File: src/rtl/apb_master.sv
// -----------------------------------------------------------------------------
// apb_master
//
// APB initiator. Accepts one command at a time on a valid/ready interface,
// runs it as an APB SETUP + ACCESS transfer (ACCESS stretched while PREADY is
// low) and reports completion on a single-cycle rsp_valid strobe.
//
// Optional feature macro: APB_TIMEOUT_EN
//   Defined   : an ACCESS phase that sees PREADY low for TIMEOUT_CYCLES cycles
//               is aborted and reported with rsp_err = 1.
//   Undefined : ACCESS waits for PREADY indefinitely; rsp_err is tied 0.
//
// Ports
//   PCLK, PRESETn        clock (rising edge), async active-low reset
//   cmd_valid/cmd_ready  command handshake (cmd_ready high only in IDLE)
//   cmd_write/addr/wdata command payload, captured on acceptance
//   rsp_valid            one-cycle completion strobe
//   rsp_write/rdata/err  completion info, held until the next response
//   PSEL..PWDATA         APB request outputs (all registered)
//   PRDATA, PREADY       APB responder inputs
//
// state  | meaning
// IDLE   | no transfer; cmd_ready = 1; PSEL = PENABLE = 0
// SETUP  | first APB cycle: PSEL = 1, PENABLE = 0 (always one cycle)
// ACCESS | PSEL = PENABLE = 1; stays here while PREADY is low
// -----------------------------------------------------------------------------
module apb_master #(
    parameter int ADDR_WIDTH     = 32,
    parameter int DATA_WIDTH     = 32,
    parameter int TIMEOUT_CYCLES = 255
) (
    input  logic                  PCLK,
    input  logic                  PRESETn,
    input  logic                  cmd_valid,
    output logic                  cmd_ready,
    input  logic                  cmd_write,
    input  logic [ADDR_WIDTH-1:0] cmd_addr,
    input  logic [DATA_WIDTH-1:0] cmd_wdata,
    output logic                  rsp_valid,
    output logic                  rsp_write,
    output logic [DATA_WIDTH-1:0] rsp_rdata,
    output logic                  rsp_err,
    output logic                  PSEL,
    output logic                  PENABLE,
    output logic                  PWRITE,
    output logic [ADDR_WIDTH-1:0] PADDR,
    output logic [DATA_WIDTH-1:0] PWDATA,
    input  logic [DATA_WIDTH-1:0] PRDATA,
    input  logic                  PREADY
);

    typedef enum logic [1:0] {
        IDLE   = 2'd0,
        SETUP  = 2'd1,
        ACCESS = 2'd2
    } state_t;

    state_t state;
    state_t state_nxt;
    logic   xfer_done;
    logic   xfer_abort;

    if (TIMEOUT_CYCLES < 1 || TIMEOUT_CYCLES > 65535) begin : g_bad_timeout
        $error("apb_master: TIMEOUT_CYCLES must be in 1..65535");
    end

    assign cmd_ready = (state == IDLE);
    assign xfer_done = (state == ACCESS) && PREADY;

`ifdef APB_TIMEOUT_EN
    localparam int CNT_W = $clog2(TIMEOUT_CYCLES + 1);
    localparam logic [CNT_W-1:0] CNT_LAST = CNT_W'(TIMEOUT_CYCLES - 1);

    logic [CNT_W-1:0] wait_cnt;

    // wait_cnt holds the number of PREADY-low ACCESS cycles already seen, so
    // the cycle that would bring it to TIMEOUT_CYCLES is the aborting one.
    // PREADY high in that same cycle takes priority (xfer_done).
    assign xfer_abort = (state == ACCESS) && !PREADY && (wait_cnt == CNT_LAST);

    always_ff @(posedge PCLK or negedge PRESETn) begin
        if (!PRESETn) begin
            wait_cnt <= '0;
        end else if (state == SETUP) begin
            wait_cnt <= '0;
        end else if (state == ACCESS && !PREADY) begin
            wait_cnt <= wait_cnt + CNT_W'(1);
        end
    end

    always_ff @(posedge PCLK or negedge PRESETn) begin
        if (!PRESETn) begin
            rsp_err <= 1'b0;
        end else if (xfer_done) begin
            rsp_err <= 1'b0;
        end else if (xfer_abort) begin
            rsp_err <= 1'b1;
        end
    end
`else
    assign xfer_abort = 1'b0;
    assign rsp_err    = 1'b0;
`endif

    always_comb begin
        state_nxt = state;
        case (state)
            IDLE:    if (cmd_valid) state_nxt = SETUP;
            SETUP:   state_nxt = ACCESS;
            ACCESS:  if (xfer_done || xfer_abort) state_nxt = IDLE;
            default: state_nxt = IDLE;
        endcase
    end

    always_ff @(posedge PCLK or negedge PRESETn) begin
        if (!PRESETn) begin
            state <= IDLE;
        end else begin
            state <= state_nxt;
        end
    end

    // APB strobes are registered copies of the upcoming state so they line up
    // with it cycle for cycle and clear asynchronously with the reset.
    always_ff @(posedge PCLK or negedge PRESETn) begin
        if (!PRESETn) begin
            PSEL    <= 1'b0;
            PENABLE <= 1'b0;
            PWRITE  <= 1'b0;
            PADDR   <= '0;
            PWDATA  <= '0;
        end else begin
            PSEL    <= (state_nxt != IDLE);
            PENABLE <= (state_nxt == ACCESS);
            if (state == IDLE && cmd_valid) begin
                PWRITE <= cmd_write;
                PADDR  <= cmd_addr;
                PWDATA <= cmd_wdata;
            end
        end
    end

    always_ff @(posedge PCLK or negedge PRESETn) begin
        if (!PRESETn) begin
            rsp_valid <= 1'b0;
            rsp_write <= 1'b0;
            rsp_rdata <= '0;
        end else begin
            rsp_valid <= xfer_done || xfer_abort;
            if (xfer_done) begin
                rsp_write <= PWRITE;
                rsp_rdata <= PWRITE ? '0 : PRDATA;
            end else if (xfer_abort) begin
                rsp_write <= PWRITE;
                rsp_rdata <= '0;
            end
        end
    end

endmodule

File: config.mk
export PLATFORM = sky130hd
export DESIGN_NAME = apb_master
export DESIGN_NICKNAME = d
export VERILOG_FILES = /design/src/rtl/apb_master.sv
export SDC_FILE = /design/constraint.sdc
export NUM_CORES = 1
export LEC_CHECK = 0
export ABC_CLOCK_PERIOD_IN_PS = 1900
export CORE_UTILIZATION = 42
export CTS_BUF_LIST = sky130_fd_sc_hd__clkbuf_4 sky130_fd_sc_hd__clkbuf_8
export CTS_CLUSTER_DIAMETER = 80
export DETAILED_ROUTE_END_ITERATION = 6
export GPL_TIMING_DRIVEN = 0
export PLACE_DENSITY_LB_ADDON = 0.12
export SLEW_MARGIN = 15
export SYNTH_ARGS = -nofsm -noshare
export SYNTH_HDL_FRONTEND = slang
export SYNTH_SLANG_ARGS = --single-unit
File: constraint.sdc
create_clock -name PCLK -period 1.9 [get_ports PCLK]
set_input_delay 0.38 -clock PCLK [delete_from_list [all_inputs] [get_ports PCLK]]
set_output_delay 0.38 -clock PCLK [all_outputs]
set_load 0.1 [all_outputs]
Word level (Yosys, flattened, before mapping)
Cells that the tools add are included.
{"block": "classes", "reduce_logical": 4, "muxes": 4, "eq_ne": 3}
{"cell": "32-bit 2-to-1 mux", "count": 1}
{"cell": "2-bit case mux with 3 select lines", "count": 1}
{"cell": "2-bit == test, second input constant", "count": 2}
{"cell": "2-bit 2-to-1 mux", "count": 2}
{"cell": "2-bit by 1-bit == test with 1-bit output, second input constant", "count": 1}
{"cell": "1-bit logical AND", "count": 2}
{"cell": "2-bit zero test", "count": 1}
{"cell": "2-bit nonzero test", "count": 1}
{"block": "word_totals", "regBits": 103, "elab_cells": 20, "inputBits": 101, "output_inout_bits": 103}

Logic depth before layout (Yosys ltp)
Gate-level depths: netlist of the first run.
{"block": "depth", "ltp_word": 5, "ltp_mapped": 4}

Worst setup path before layout of the first run
OpenSTA, ideal clock, no wires.
{"block": "synth_timing", "kind": "register to output", "from": "register state[0]", "to": "output cmd_ready", "path_buffers": 0, "required_ns": 1.520, "setup_slack_ns": -0.164, "stages_incl_launch_ff": 2, "t_arrival_ns": 1.684, "path_cell_list": "dfrtp_1 > nor2_1"}
{"block": "synth_via", "elab_chain_len": 1}
{"item": "start, declared", "line": "58", "source": "state_t state;"}
{"item": "start signal, assigned", "line": "119", "source": "state <= state_nxt;"}
{"item": "2-bit zero test", "line": "67", "source": "assign cmd_ready = (state == IDLE);"}
{"item": "end, declared", "line": "35", "source": "output logic cmd_ready,"}
No other way between the ends.

Final worst setup path of the first run
{"block": "layout_timing", "from": "register state[1]", "to": "output cmd_ready"}
Same word-level chain as after synthesis.

==> flow_metrics.py, run 1 <==
metrics = {
    "sta": {
        "rsz0062_at_grt": "no",
        "max-slew-margin-rel": 0.619,
        "skew_ps": 12.3,
        "finalSetupViolations": 0,
        "hold_violations": 0,
        "tightest_slew_ps": 574,
        "slew_viol_final": 0,
        "setup_ws_ps": 168,
        "finalCritPeriodShare": 0.911,
        "max_freq_ghz": 0.577,
        "period_minus_slack_ps": 1730,
    },
    "synthesis": {
        "synthCells": 258,
        "seq_area_frac_synth": 0.617,
        "syn_nets": 359,
        "synth_top_area_frac": 0.617,
        "postSynthAreaPerCell_um2": 16.2,
        "yosysTopAreaCell": "dfrtp_1",
        "synth_edf_count": 0,
        "synth.most_common_cell": "dfrtp_1",
        "synthTopCellsByCount": "dfrtp_1, mux2_1, nor2b_1, mux2_2, mux2_4",
        "netlist_area_um2": 4180,
        "async_reset_ff_frac": 1.00,
        "yosysUniqueCellTypes": 16,
        "ys_seq_elements": 103,
        "ys.warnings.count": 0,
        "ys.flop_type": "dfrtp_1",
        "synth_area_leaders": "dfrtp_1, mux2_1, mux2_4, mux2_2, nor2b_1",
    },
    "floorplanning": {
        "rows": 36,
        "ios": 204,
        "core_area_um2": 9680,
        "die_y_um": 102,
        "start_util": 0.431,
        "fp.dieW_um": 102,
        "die_area_um2": 10300,
    },
    "finish": {
        "area_growth_pct": 61.2,
        "nets": 574,
        "layout-drive-gt1-share": 0.406,
        "n_antenna_cell": 0,
    },
    "global_routing": {
        "grt_usage": 0.190,
        "antenna_found_initial": 0,
        "grt_pass1_vias": 2992,
        "grt_max_degree": 56,
        "grt_pass1_wl_um": 14900,
        "gr-total-overflow": 0,
    },
    "route": {
        "route.detailed.drc": 0,
        "post_drt_via_cell_ratio": 4.62,
        "wirelength_um": 9670,
        "drtIter0Drc": 61,
        "antenna_left": 0,
        "wl_per_cell_um": 15.8,
        "dr.pass1.iters": 4,
        "vias": 2820,
    },
    "worst_setup_path": {
        "required_ps": 1520,
        "cp-startpoint": "state[1]",
        "critPathCaptureType": "output port",
        "crit_type": "reg2out",
        "regToRegEndpoint": "PADDR[0]",
        "crit_fanout": 7,
        "start_kind": "flip-flop",
        "crit_end": "cmd_ready",
        "worstPathArrival_ps": 1350,
        "worst_r2r_path_depth": 4,
        "r2r_slack_ps": 320,
        "r2r-start": "state[1]",
    },
    "placement": {
        "numPortBuffers": 202,
        "place.gp.congestion": 0.680,
        "dp_hpwl_um": 7060,
        "place_ws_ps": -169,
    },
    "clocking": {
        "cts_root_buf": "clkbuf_8",
        "cts_inserted_buffers": 9,
        "clk_latency_ps": 360,
        "cts_tree": "done",
        "clkSlewWorstSetupHoldPaths_ps": 100,
        "cts_htree_levels": 3,
        "cts.path.max_buffers": 2,
        "cts.sinks": 103,
    },
    "outcome": {
        "status": "finished, final reports clean",
    },
    "hold_path": {
        "hold_path_class": "reg2reg",
    },
    "job": {
        "max_cap_violations": 0,
    },
}
what timing repair did:
action	4_1_cts	5_1_grt
endpoints found under the setup margin	102	2
hold buffers	1	0
gates resized for setup	306	4
hold endpoints to repair	48	0
buffers inserted	0	0
cell usage in the layout, fill, tap and decap left out:
cell,instances
nor2b_1,32
clkdlybuf4s50_1,99
buf_4,2
mux2_2,30
clkdlybuf4s15_2,100
clkinv_2,2
o21ai_0,3
clkbuf_1,3
clkbuf_8,12
buf_2,4
dfrtp_1,103
nor2_2,1
and3b_1,1
mux2_1,39
buf_6,9
buf_16,1
clkbuf_4,1
or3b_2,1
nor2_1,1
bufinv_16,1
inv_1,1
mux2_4,29
nor3b_2,1
conb_1,1
dlygate4sd3_1,1
flip-flops by register name, indices dropped and copies added, names as in the netlist:
name	cells
state	2
rsp_rdata	32
PENABLE	1
PWRITE	1
PSEL	1
rsp_write	1
rsp_valid	1
PADDR	32
PWDATA	32
per-layer routing:
metal  wire, um  global-route usage  part of all wire
met5          0                   0                 0
met4        116              0.0736             0.012
met3        738              0.0587             0.076
met2       4790               0.322              0.50
met1       4020               0.227              0.42
critical path, cell delays in order (launching register included):
cell and delay, ps:
dfrtp_1 460, nor2_2 100, buf_2 440
area by class of cell:
class,count,area [um2]
Sequential cell,103,2580
Buffer,15,126
Inverter,1,3.75
Multi-Input combinational cell,139,1470
Clock buffer,13,173
Timing Repair Buffer,204,2180
Fill cell,704,2950
Tap cell,133,166
Clock inverter,3,40.0
metrics by stage:
step                      hold slack [ps]  std cells  setup TNS, ps  utilization  instance area, um2
final                                 490        611              0        0.695                6730
after global routing                  512        611              0        0.695                6730
after CTS                             497        611              0        0.697                6750
after detailed placement              349        594          -3440        0.660                6400
after global placement                468        593        -356490        0.657                6370
after floorplan                      84.4        258              0            -                4180
logic make-up (layout without fill, tap and decap cells):
logic type	Yosys count	in the layout	share of synthesized area
AO/OA/AOI/OAI	3	3	0.00359
other	1	1	0.000898
flip-flops	103	103	0.617
buffers and inverters	16	236	0.0312
multiplexers	98	98	0.290
AND/OR/NAND/NOR	37	37	0.0569
how the worst min path moves through the flow:
stage / slack, ps / start / cells after the start / endpoint
floorplan: 80 / PRESETn / 0 / PADDR[0]
global placement: 470 / PADDR[20] / 1 / PADDR[20]
detailed placement: 350 / PRESETn / 1 / PADDR[1]
CTS: 500 / PADDR[17] / 1 / PADDR[17]
global route: 510 / PADDR[17] / 1 / PADDR[17]
finish: 490 / PADDR[17] / 1 / PADDR[17]
Power of run 1 is not shown: default switching activity piles up to over one toggle a cycle in this logic, so the estimate is an artifact.
==> run 2: changes to the inputs <==
--- a/config.mk
+++ b/config.mk
@@ -7,4 +7,5 @@
 export LEC_CHECK = 0
-export ABC_CLOCK_PERIOD_IN_PS = 1900
-export CORE_UTILIZATION = 42
+export ABC_AREA = 1
+export ABC_CLOCK_PERIOD_IN_PS = 2250
+export CORE_UTILIZATION = 43
 export CTS_BUF_LIST = sky130_fd_sc_hd__clkbuf_4 sky130_fd_sc_hd__clkbuf_8
==> constraint.sdc (replaced) <==
create_clock -name PCLK -period 2.25 [get_ports PCLK]
set_input_delay 0.45 -clock PCLK [delete_from_list [all_inputs] [get_ports PCLK]]
set_output_delay 0.45 -clock PCLK [all_outputs]
set_load 0.05 [all_outputs]
==> run 2 against run 1 <==
  * Setup slack worse by 46 ps
  * Die area decreased by 1.3%
  * Clock skew fell by 3.5 ps
  * Core utilization is 1.5 points higher
  * Area after synthesis increased by 1.0%
  * Global-route usage increased by 4.0 points
  * Wire length increased by 17%
  * Flip-flop and latch count stayed put
  * Final cell count grew 40%
  * Clock-buffer cell count decreased by 2
==> flow_metrics.py, run 2 <==
metrics = {
    "worst_setup_path": {
        "r2r-start": "state[1]",
        "crit_fanout": 10,
        "crit_chain": "nor2_2 -> clkbuf_2 -> clkdlybuf4s18_2",
        "cp_slowest_cell": "dfrtp_1",
        "crit_end": "cmd_ready",
        "critPathCaptureType": "output port",
        "cp-startpoint": "state[1]",
        "worstPathArrival_ps": 1680,
        "max_stage_delay_ps": 450,
        "r2r_slack_ps": 830,
        "worst_r2r_path_depth": 5,
        "start_kind": "flip-flop",
        "crit_type": "reg2out",
        "regToRegEndpoint": "PWDATA[13]",
        "required_ps": 1800,
    },
    "finish": {
        "final_common_cell": "nand2_1",
        "mostFrequentLayoutCells": "nand2_1, clkdlybuf4s50_1, dfrtp_1, nand3_1, inv_1",
        "nets": 822,
        "layout-drive-gt1-share": 0.0592,
        "area_growth_pct": 57.7,
        "n_antenna_cell": 0,
        "largestRegisters": "PADDR: 32 flops, PWDATA: 32 flops, rsp_rdata: 32 flops",
    },
    "synthesis": {
        "netlist_area_um2": 4220,
        "postSynthAreaPerCell_um2": 8.32,
        "synth_area_leaders": "dfrtp_1, nand2_1, nand3_1, inv_1, nor2_1",
        "synthCells": 507,
        "synth.most_common_cell": "nand2_1",
        "synthTopCellsByCount": "nand2_1, dfrtp_1, nand3_1, inv_1, nor2_1",
        "syn_nets": 608,
        "yosysTopAreaCell": "dfrtp_1",
        "synth_edf_count": 0,
        "yosysUniqueCellTypes": 12,
        "ys.flop_type": "dfrtp_1",
        "ys.warnings.count": 0,
        "async_reset_ff_frac": 1.00,
        "ys_seq_elements": 103,
        "seq_area_frac_synth": 0.611,
        "synth_top_area_frac": 0.611,
    },
    "floorplanning": {
        "fp.dieW_um": 101,
        "ios": 204,
        "die_y_um": 101,
        "start_util": 0.450,
        "core_area_um2": 9370,
        "die_area_um2": 10200,
        "rows": 35,
    },
    "route": {
        "drtIter0Drc": 158,
        "vias": 3923,
        "post_drt_via_cell_ratio": 4.59,
        "wl_per_cell_um": 13.2,
        "antenna_left": 0,
        "wirelength_um": 11300,
        "dr.pass1.iters": 6,
        "route.detailed.drc": 0,
    },
    "sta": {
        "skew_ps": 8.77,
        "period_minus_slack_ps": 2130,
        "max-slew-margin-rel": 0.616,
        "slew_viol_final": 0,
        "hold_violations": 0,
        "finalCritPeriodShare": 0.946,
        "fin_hold_ws_ps": 19.3,
        "finalSetupViolations": 0,
        "max_freq_ghz": 0.470,
        "rsz0062_at_grt": "no",
        "tightest_slew_ps": 574,
    },
    "pwr": {
        "power_frac_comb": 0.602,
        "powerDensity_nw_per_um2": 1690,
        "ir_drop_mv": 0.844,
        "leakage_nw": 3.39,
        "clockPowerShare": 0.113,
        "p_seq_frac": 0.285,
        "internal_power_w": 0.00550,
        "p_sw_w": 0.00573,
        "power_w": 0.0112,
        "swShare": 0.510,
    },
    "clocking": {
        "cts.sinks": 103,
        "clkSlewWorstSetupHoldPaths_ps": 90,
        "hold_buffers": 0,
        "cts_htree_levels": 3,
        "cts_inserted_buffers": 9,
        "clk_latency_ps": 360,
        "cts_root_buf": "clkbuf_8",
        "cts_tree": "done",
        "cts.path.max_buffers": 2,
        "cts_setup_buffers": 0,
    },
    "placement": {
        "numPortBuffers": 202,
        "dp_hpwl_um": 8460,
        "place.gp.congestion": 0.776,
    },
    "global_routing": {
        "grt_pass1_wl_um": 18400,
        "antenna_found_initial": 0,
        "grt_usage": 0.230,
        "grt_max_degree": 53,
        "gr-total-overflow": 0,
        "grt_pass1_vias": 3892,
    },
    "job": {
        "max_cap_violations": 0,
    },
    "outcome": {
        "status": "finished, final reports clean",
    },
    "hold_path": {
        "hold_path_class": "in2async",
    },
}
==> run 2: changes by cell type after synthesis, sizes merged, moves of 3 or more <==
cell	delta
clkbuf	+5
nand3	+68
o21ai	-3
buf	+12
inv	+34
nand2	+233
nor2	+32
nor2b	-32
mux2	-98
==> run 2: worst min path at each step <==
| stage | to | cells after the start |
|---|---|---|
| after CTS | rsp_rdata[6] | 1 |
| after global routing | rsp_rdata[6] | 1 |
| after floorplan | PADDR[0] | 0 |
| after global placement | PWDATA[5] | 2 |
| after detailed placement | rsp_rdata[6] | 1 |
| final | rsp_rdata[6] | 1 |
==> run 2: layout make-up <==
| class | instances | area [um2] |
|---|---|---|
| Tap cell | 129 | 161 |
| Fill cell | 770 | 2720 |
| Clock inverter | 5 | 82.6 |
| Clock buffer | 11 | 139 |
| Buffer | 32 | 155 |
| Timing Repair Buffer | 203 | 2050 |
| Multi-Input combinational cell | 337 | 1360 |
| Inverter | 35 | 131 |
| Sequential cell | 103 | 2580 |
==> run 2: timing repair <==
item,CTS,global route
hold endpoints to repair,0,0
resized for setup,4,1
endpoints found under the setup margin,1,1
==> run 2: kinds of logic (layout without fill, tap and decap cells) <==
logic type             count (synthesis)  after routing  share of synthesized area
buffers and inverters                 67            286                     0.0676
and+or+nand+nor                      336            336                      0.321
other                                  1              1                   0.000889
DFF                                  103            103                      0.611
==> run 2: layer usage <==
metal	wire, um	track usage	vias up
met5	0	0	-
met4	184	0.0736	0
met3	1030	0.0846	18
met2	5430	0.376	134
met1	4670	0.284	1810
li1	-	-	1961
==> run 2: metrics by stage <==
stage,util,instances,setup slack [ps],instance area (um2),TNS [ps]
6_report,0.710,855,122,6660,0
3_3_place_gp,0.683,838,-3120,6400,-320470
5_1_grt,0.710,855,2.51,6660,0
3_5_place_dp,0.686,839,-104,6430,-104
4_1_cts,0.710,855,99.5,6660,0
2_1_floorplan,-,507,619,4220,0
==> run 2: worst max-delay path: cells and delay by family, from the launching register on <==
| family | cells | cell delay [ps] |
|---|---|---|
| buffers and inverters | 2 | 670 |
| flip-flops | 1 | 450 |
| AND/OR/NAND/NOR | 1 | 200 |
==> run 2: power groups by stage <==
| stage | Sequential [W] | Clock (W) | Combinational (W) |
|---|---|---|---|
| after detailed placement | 0.00323 | 0 | 0.00680 |
| after floorplan | 0.00622 | 0 | 0.00134 |
| after CTS | 0.00320 | 0.00130 | 0.00681 |
| final | 0.00320 | 0.00127 | 0.00676 |
| after global placement | 0.00319 | 0 | 0.00670 |
| after global routing | 0.00331 | 0.00138 | 0.00717 |
No activity file was read; power rests on OpenSTA's default activity.
